--- config.mk ---
export PLATFORM = sky130hd
export DESIGN_NAME = uart_tx_fifo
export DESIGN_NICKNAME = d
export VERILOG_FILES = /design/src/rtl/uart_tx_fifo.sv
export SDC_FILE = /design/constraint.sdc
export NUM_CORES = 1
export LEC_CHECK = 0
export CORE_AREA = 2 2 76 115
export DETAILED_ROUTE_END_ITERATION = 10
export DIE_AREA = 0 0 78 117
export GPL_TIMING_DRIVEN = 0
export PLACE_DENSITY = 0.75
export SYNTH_ARGS = -nofsm -noshare
export SYNTH_HDL_FRONTEND = slang
export SYNTH_SLANG_ARGS = --single-unit
--- constraint.sdc ---
create_clock -name clk -period 2.1 [get_ports clk]
set_input_delay 0.42 -clock clk [delete_from_list [all_inputs] [get_ports clk]]
set_output_delay 0.42 -clock clk [all_outputs]
set_load 0.005 [all_outputs]
--- src/rtl/uart_tx_fifo.sv ---
// UART transmitter fed by a small circular write FIFO; frames run back-to-back.
// Data width, parity mode and one/two stop bits are configurable, and the frame settings are latched per frame.
module uart_tx_fifo #(
    parameter int DIV_WIDTH  = 8,
    parameter int DATA_WIDTH = 8,
    parameter int FIFO_LOG2  = 2
) (
    input  logic                  clk,
    input  logic                  rst_n,
    input  logic [DATA_WIDTH-1:0] data,
    input  logic                  valid,
    output logic                  ready,
    input  logic [DIV_WIDTH-1:0]  div,
    input  logic [1:0]            parity,
    input  logic                  stop2,
    output logic                  tx,
    output logic                  busy,
    output logic [FIFO_LOG2:0]    level
);
    localparam int DEPTH = 1 << FIFO_LOG2;
    localparam int BW    = (DATA_WIDTH > 1) ? $clog2(DATA_WIDTH) : 1;

    typedef enum logic [2:0] {IDLE, START, DATA, PAR, STOP} state_t;

    logic [DATA_WIDTH-1:0] mem [DEPTH];
    logic [FIFO_LOG2-1:0]  wr_ptr_reg, rd_ptr_reg;
    logic [FIFO_LOG2:0]    count_reg, count_next;

    state_t                state_reg;
    logic [DIV_WIDTH-1:0]  baud_reg, div_reg;
    logic [BW-1:0]         bit_reg;
    logic [DATA_WIDTH-1:0] shift_reg;
    logic                  par_en_reg, par_bit_reg, stop2_reg, stop_left_reg;
    logic                  tx_reg, busy_reg;
    logic                  push, pop, bit_end;

    assign ready   = (count_reg != (FIFO_LOG2+1)'(DEPTH));
    assign push    = valid & ready;
    assign bit_end = (baud_reg == '0);
    // Pop from IDLE, or on the final cycle of the last stop bit so the next start bit follows directly.
    assign pop     = (count_reg != '0) &&
                     ((state_reg == IDLE) || (state_reg == STOP && bit_end && !stop_left_reg));

    assign level = count_reg;
    assign tx    = tx_reg;
    assign busy  = busy_reg;

    always_comb begin
        count_next = count_reg;
        if (push && !pop)
            count_next = count_reg + 1'b1;
        else if (!push && pop)
            count_next = count_reg - 1'b1;
    end

    always_ff @(posedge clk) begin
        if (!rst_n) begin
            wr_ptr_reg <= '0;
            rd_ptr_reg <= '0;
            count_reg  <= '0;
        end else begin
            if (push)
                wr_ptr_reg <= wr_ptr_reg + 1'b1;
            if (pop)
                rd_ptr_reg <= rd_ptr_reg + 1'b1;
            count_reg <= count_next;
        end
    end

    always_ff @(posedge clk) begin
        if (push)
            mem[wr_ptr_reg] <= data;
    end

    always_ff @(posedge clk) begin
        if (!rst_n) begin
            state_reg     <= IDLE;
            baud_reg      <= '0;
            div_reg       <= '0;
            bit_reg       <= '0;
            shift_reg     <= '0;
            par_en_reg    <= 1'b0;
            par_bit_reg   <= 1'b0;
            stop2_reg     <= 1'b0;
            stop_left_reg <= 1'b0;
            tx_reg        <= 1'b1;
            busy_reg      <= 1'b0;
        end else begin
            busy_reg <= (state_reg != IDLE) || (count_next != '0) || pop;

            // tx follows the state one cycle later, so the whole frame shifts uniformly.
            case (state_reg)
                START:   tx_reg <= 1'b0;
                DATA:    tx_reg <= shift_reg[0];
                PAR:     tx_reg <= par_bit_reg;
                default: tx_reg <= 1'b1;
            endcase

            if (pop) begin
                shift_reg   <= mem[rd_ptr_reg];
                div_reg     <= div;
                baud_reg    <= div;
                par_en_reg  <= parity[1];
                par_bit_reg <= (^mem[rd_ptr_reg]) ^ parity[0];
                stop2_reg   <= stop2;
                state_reg   <= START;
            end else begin
                case (state_reg)
                    IDLE: ;
                    START: begin
                        if (bit_end) begin
                            baud_reg  <= div_reg;
                            bit_reg   <= BW'(DATA_WIDTH - 1);
                            state_reg <= DATA;
                        end else begin
                            baud_reg <= baud_reg - 1'b1;
                        end
                    end
                    DATA: begin
                        if (bit_end) begin
                            baud_reg  <= div_reg;
                            shift_reg <= shift_reg >> 1;
                            if (bit_reg == '0) begin
                                state_reg     <= par_en_reg ? PAR : STOP;
                                stop_left_reg <= stop2_reg;
                            end else begin
                                bit_reg <= bit_reg - 1'b1;
                            end
                        end else begin
                            baud_reg <= baud_reg - 1'b1;
                        end
                    end
                    PAR: begin
                        if (bit_end) begin
                            baud_reg      <= div_reg;
                            stop_left_reg <= stop2_reg;
                            state_reg     <= STOP;
                        end else begin
                            baud_reg <= baud_reg - 1'b1;
                        end
                    end
                    STOP: begin
                        if (bit_end) begin
                            if (stop_left_reg) begin
                                stop_left_reg <= 1'b0;
                                baud_reg      <= div_reg;
                            end else begin
                                state_reg <= IDLE;
                            end
                        end else begin
                            baud_reg <= baud_reg - 1'b1;
                        end
                    end
                    default: state_reg <= IDLE;
                endcase
            end
        end
    end
endmodule
# Word-level counts from Yosys, hierarchy flattened
# Memory sizes are Yosys's and may differ from the RTL's. A register that Yosys moved wholly into a read port is not among the register bits.
# Cells that the tools add are included.
[classes] n_addsub=6 eq_ne=20 muxes=33 bitwise_logic=5 reduce_logical=31
[op_table] op="$mux W8" count=7
[op_table] op="$mux W3" count=12
[op_table] op="$ne A3 B3 Y1 const B" count=7
[op_table] op="$ne A2 B2 Y1 const B" count=8
[op_table] op="$pmux W8 S2" count=1
[op_table] op="$pmux W3 S5" count=1
[op_table] op="$reduce_bool A3 Y1" count=5
[op_table] op="$reduce_and A7 Y1" count=2
[op_table] op="$logic_not A8 Y1" count=1
[op_table] op="$reduce_xor A8 Y1" count=1
[op_table] op="$sub A8 B1 Y8 const B" count=1
[op_table] op="$mux W1" count=7
[op_table] op="$eq A3 B2 Y1 const B" count=2
[op_table] op="$logic_not A3 Y1" count=2
[op_table] op="$pmux W1 S3" count=2
[op_table] op="$pmux W3 S2" count=1
[op_table] op="$reduce_and A6 Y1" count=1
[op_table] op="$reduce_bool A2 Y1" count=3
[op_table] op="$sub A3 B1 Y3 const B" count=2
[op_table] op="$logic_and A1 B1 Y1" count=5
[op_table] op="$reduce_and A5 Y1" count=1
[op_table] op="$add A2 B1 Y2 const B" count=2
[op_table] op="$mux W2" count=2
[op_table] op="$ne A4 B4 Y1 const B" count=1
[op_table] op="other kinds (11)" count=18
[totals] regBits=43 ramBits=32 out_inout_bits=6 wordCells=111 memories=1
[mem_list] name="mem" words=4 word_bits=8 rd=1 rd_ports_with_merged_regs=1 write_ports=1 line="25" source="logic [DATA_WIDTH-1:0] mem [DEPTH];"

# Depth between registers and ports, before layout
[logic_depth] word_depth=11 mapped_depth=11 mapped_depth_nobuf=8

# Worst setup path after synthesis
# Ideal clock, no wire load.
[synth_timing] path_type="reg2reg" start="register baud_reg[0]" end="register stop_left_reg" arrival_ns=2.166 slack_ns=-0.194 stages_incl_launch_ff=11 path_buffers=3 period_less_slack_ns=2.294 cell_sequence="dfxtp_1 inv_1 ha_1 or3b_2 clkbuf_1 or2_1 buf_6 clkbuf_1 a211oi_2 mux2i_1 nor2_1"
[synth_between] elab_chain_cells=7
[synth_lines] item="start, declared" line="30" source="logic [DIV_WIDTH-1:0] baud_reg, div_reg;"
[synth_lines] item="start signal, assigned" line="102" source="baud_reg <= div;"
[synth_lines] item="start signal, assigned" line="112" source="baud_reg <= div_reg;"
[synth_lines] item="start signal, assigned" line="116" source="baud_reg <= baud_reg - 1'b1;"
[synth_lines] item="$logic_not A8 Y1 (*)" line="39" source="assign bit_end = (baud_reg == '0);"
[synth_lines] item="$logic_and A1 B1 Y1 (2 in series)" line="42" source="((state_reg == IDLE) || (state_reg == STOP && bit_end && !stop_left_reg));"
[synth_lines] item="$logic_or A1 B1 Y1" line="42"
[synth_lines] item="$logic_and A1 B1 Y1" line="41" source="assign pop = (count_reg != '0) &&"
[synth_lines] item="$not A1 Y1 (no source line)"
[synth_lines] item="$reduce_and A6 Y1 (no source line) (*)"
[synth_lines] item="end signal, assigned" line="125" source="stop_left_reg <= stop2_reg;"
[synth_lines] item="end signal, assigned" line="136" source="stop_left_reg <= stop2_reg;"
[synth_lines] item="end, declared" line="33" source="logic par_en_reg, par_bit_reg, stop2_reg, stop_left_reg;"
# Mark *: on every way between the ends. The rest lies on a longest branch, timed or not.
# A chain may end at the register's enable or synchronous reset.

# Worst setup path after layout
[layout_timing] start="register baud_reg[0]" end="register count_reg[1] (netlist: level[1])"
[layout_between] elab_chain_cells=8
[layout_lines] item="$logic_not A8 Y1 (*)" line="39"
[layout_lines] item="$logic_and A1 B1 Y1 (*) (2 in series)" line="42"
[layout_lines] item="$logic_or A1 B1 Y1 (*)" line="42"
[layout_lines] item="$logic_and A1 B1 Y1 (*)" line="41"
[layout_lines] item="$logic_and A1 B1 Y1 or $logic_not A1 Y1 (tied branches)" line="52, 50"
[layout_lines] item="$mux W3 or $logic_and A1 B1 Y1 (tied branches)" line="52, 50"
[layout_lines] item="$mux W3 (*)" line="50" source="if (push && !pop)"
[layout_lines] item="end signal, assigned" line="66" source="count_reg <= count_next;"
[layout_lines] item="end, declared" line="27" source="logic [FIFO_LOG2:0] count_reg, count_next;"
# Marks and branches as above.

==> summary.md <==
| Metric | Value |
|---|---|
| Worst EP required | about 2.4 ns |
| Hold_buf cts | 0 |
| Synth warn | 0 |
| Pwr/cell area | ~1500 nW/um^2 |
| Largest area contributor in the netlist | edfxtp_1 |
| DRC | 0 |
| Leakage | approximately 1.6 nW |
| Internal power | roughly 4.5 mW |
| PnR worst setup slack | -0.1835 ns |
| Fmax | 437.9 MHz |
| Final Hold Viols | 0 |
| Die area | 9126 sq um |
| Max-slew violation count | 0 |
| Asr flop ratio synth | 0% |
| RSZ-0062 raised after global routing | yes |
| Largest net degree at the start of global routing | 13 |
| Largest register by flop count | mem |
| Failing checks | setup timing |
| Final WL | 8.271 mm |
| Initial DRC Count | 270 |
| Synth area leaders | edfxtp_1 27%, dfxtp_1 25%, mux4_2 5.0% |
| Synth cell types | 54 |
| Vias in the first global route | 2750 |
| CP Capture Type | flop |
| Clock power frac | between 20% and 30% |
| Mapped Avg Cell Area | 10.65 sq um |
| ANT nets after route | 0 |
| Antenna violations before repair | 0 |
| Ports | 28 |
| Cells after synthesis | about 340 |
| Worst Max-Slew Pin Slew | ~0.55 ns |
| Routed len/inst | 16.51 um |
| Post-Syn Nets | between 300 and 400 |
| Final Cycle Share | 108.7% |
| Setup crit start kind | flop |
| Comb pwr share | 47.4% |
| Setup-failing EPs final | 20 |
| EDFF count, synth | 32 |
| Row Count | 41 |
| TritonCTS clock tree | yes |
| Clock Skews | slightly above 0.008 ns |
| First-pass GRT wire length | 12.78 mm |
| Initial core utilization | a little over two fifths |
| Vias/cell | 5.467 |
| Setup Crit Path Kind | reg -> reg |
| DR pass1 iterations | 4 |
| Clk buf depth | 2 |
| Worst-path clk slew | roughly 0.06 ns |
| Prevailing post-synth register cell | dfxtp_1 |
| Top-area cell type share of the netlist area | between 20% and 30% |
| CTS root buf | clkbuf_16 |
| HP Class | reg -> reg |
| Total power | 6.986 mW |
| Vias | 2739 |
| Final core occ | 55.72% |
| Detail Placement HPWL | approximately 5.5 mm |
| Core area | 8208 sq um |
| Gr usage total | approximately 18% |
| Seq/Total Area, Yosys | 51.86% |
| # port buffers | 26 |
| Post-Synthesis Cell Area | 3590 sq um |
| Min cycle time layout | between 2 and 2.5 ns |
| Layout net count | 422 |
| Clock Latency Late Sink | ~0.33 ns |
| Worst Path Arrival | 2.55 ns |
| Total gr overflow | 0 |
| CTS buffer count | 9 |
| H-tree depth | 3 |
| Antenna Cells | 0 |
| Sequential share of power | 31.2% |
| Gpl congestion | around 0.87 |
| Sw frac | roughly 36% |
| Die width | 78 um |
| Area Growth Syn to Fin | 27.40% |
| Yosys reg bits | 77 |
| Layout cells sized above 1 | 22.34% |
| CTS Sinks | 77 |
| Status | finished with violations |
| Maxcap violations | 0 |
| Peak supply drop | 1.108 mV |
| CP Max Fanout | 7 |
| Relative slew margins | 63.30% |
| Die height | approximately 120 um |
| NetSw | 2.514 mW |
| Largest register FFs | 32 |
-- metrics by stage --
| step | cells | hold WS, ns | TNS, ns | instance area [sq um] | setup WS (ns) |
|---|---|---|---|---|---|
| 6_report | 501 | 0.4585 | -1.248 | 4573 | -0.1835 |
| 3_5_place_dp | 470 | 0.4487 | -6.406 | 4010 | -0.3138 |
| 3_3_place_gp | 470 | 0.4435 | -5.427 | 4010 | -0.2838 |
| 5_1_grt | 501 | 0.4752 | -3.822 | 4573 | -0.2251 |
| 4_1_cts | 491 | 0.4564 | -0.5354 | 4425 | -0.1325 |
| 2_1_floorplan | 337 | 0.4317 | -0.05161 | 3616 | -0.05047 |
-- power by group through the flow --
stage          combinational, mW  clock (mW)  sequential, mW
3_5_place_dp                2.71           0            2.15
4_1_cts                     2.95        1.52            2.15
5_1_grt                     3.55        1.57            2.22
2_1_floorplan               2.09           0            2.10
3_3_place_gp                2.66           0            2.13
6_report                    3.31        1.49            2.18
-- cells in the final DEF, fill, tap and decap left out, drive strengths merged, types with 7 or more instances in the layout --
cell            n
a21oi          30
a22oi           7
a31oi           7
buf            24
clkbuf         25
clkdlybuf4s50  26
dfxtp          45
edfxtp         32
ha             11
inv            12
mux4            8
nand2          47
nor2           24
o21ai          14
xnor2          10
-- critical path, stage by stage (launching register included) --
cell	delay, ns
dfxtp_2	0.34
inv_2	0.06
ha_1	0.12
or3b_4	0.42
o31ai_4	0.36
buf_6	0.18
nand2_8	0.06
maj3_2	0.31
mux2i_1	0.21
and2_1	0.16
-- timing repair --
item | CTS | global route
buffers inserted | 7 | 12
cloned | 0 | 1
resized for setup | 31 | 19
endpoints found under the setup margin | 43 | 42
pin swaps | 9 | 20
-- logic make-up after synthesis --
kind of cell / Yosys count / share of synthesized area [%]
simple gates: 105 / 14.01
compound gates: 82 / 15.65
flops: 77 / 51.86
buf+inv: 33 / 3.904
xor+xnor: 15 / 4.043
fa+ha+maj: 13 / 4.392
mux: 12 / 6.135
-- final cells by class --
type | count | area [sq um]
fillers | 699 | 3635
well taps | 107 | 133.9
multi-input cells | 227 | 1690
flip-flops and latches | 77 | 1876
repair buffers | 46 | 417.9
plain buffers | 15 | 117.6
clock buffers | 14 | 254.0
clock inverters | 2 | 35.03
inverters | 13 | 48.80
-- worst paths after layout --
path,from,endpoint,slack (ns),cells after the start
worst max register to register,baud_reg[0]$_SDFFE_PN0P_,level[1]$_SDFF_PN0_,-0.18,9
worst min register to register,div_reg[7]$_SDFFE_PN0P_,div_reg[7]$_SDFFE_PN0P_,0.46,2
worst max-delay path,baud_reg[0]$_SDFFE_PN0P_,level[1]$_SDFF_PN0_,-0.18,9
worst min-delay path,div_reg[7]$_SDFFE_PN0P_,div_reg[7]$_SDFFE_PN0P_,0.46,2
-- per-layer routing --
| layer | GRT usage (%) | vias to the layer above | share of wire (%) |
|---|---|---|---|
| li1 | - | 1315 | - |
| met1 | 18.09 | 1323 | 37 |
| met2 | 33.74 | 75 | 55 |
| met3 | 3.758 | 26 | 3.9 |
| met4 | 12.63 | 0 | 4.3 |
| met5 | 0 | - | 0 |
-- synth_stat cells (all sizes together), types with 2 or more instances --
cell type  number
o311ai          2
nor3            4
xor2            4
dfxtp          45
mux4            8
a21oi          30
a211oi          6
or2             2
o211ai          6
mux2i           4
clkbuf         13
inv            12
and2            6
buf             7
or3             2
a22oi           7
maj3            2
and3            4
a31oi           7
nor2b           4
xnor2          10
nor4            2
o21ai          14
nor2           24
nand2          47
edfxtp         32
a311oi          3
nand2b          3
o221ai          2
nand3           3
ha             11
Power figures use the tool's default switching activity.
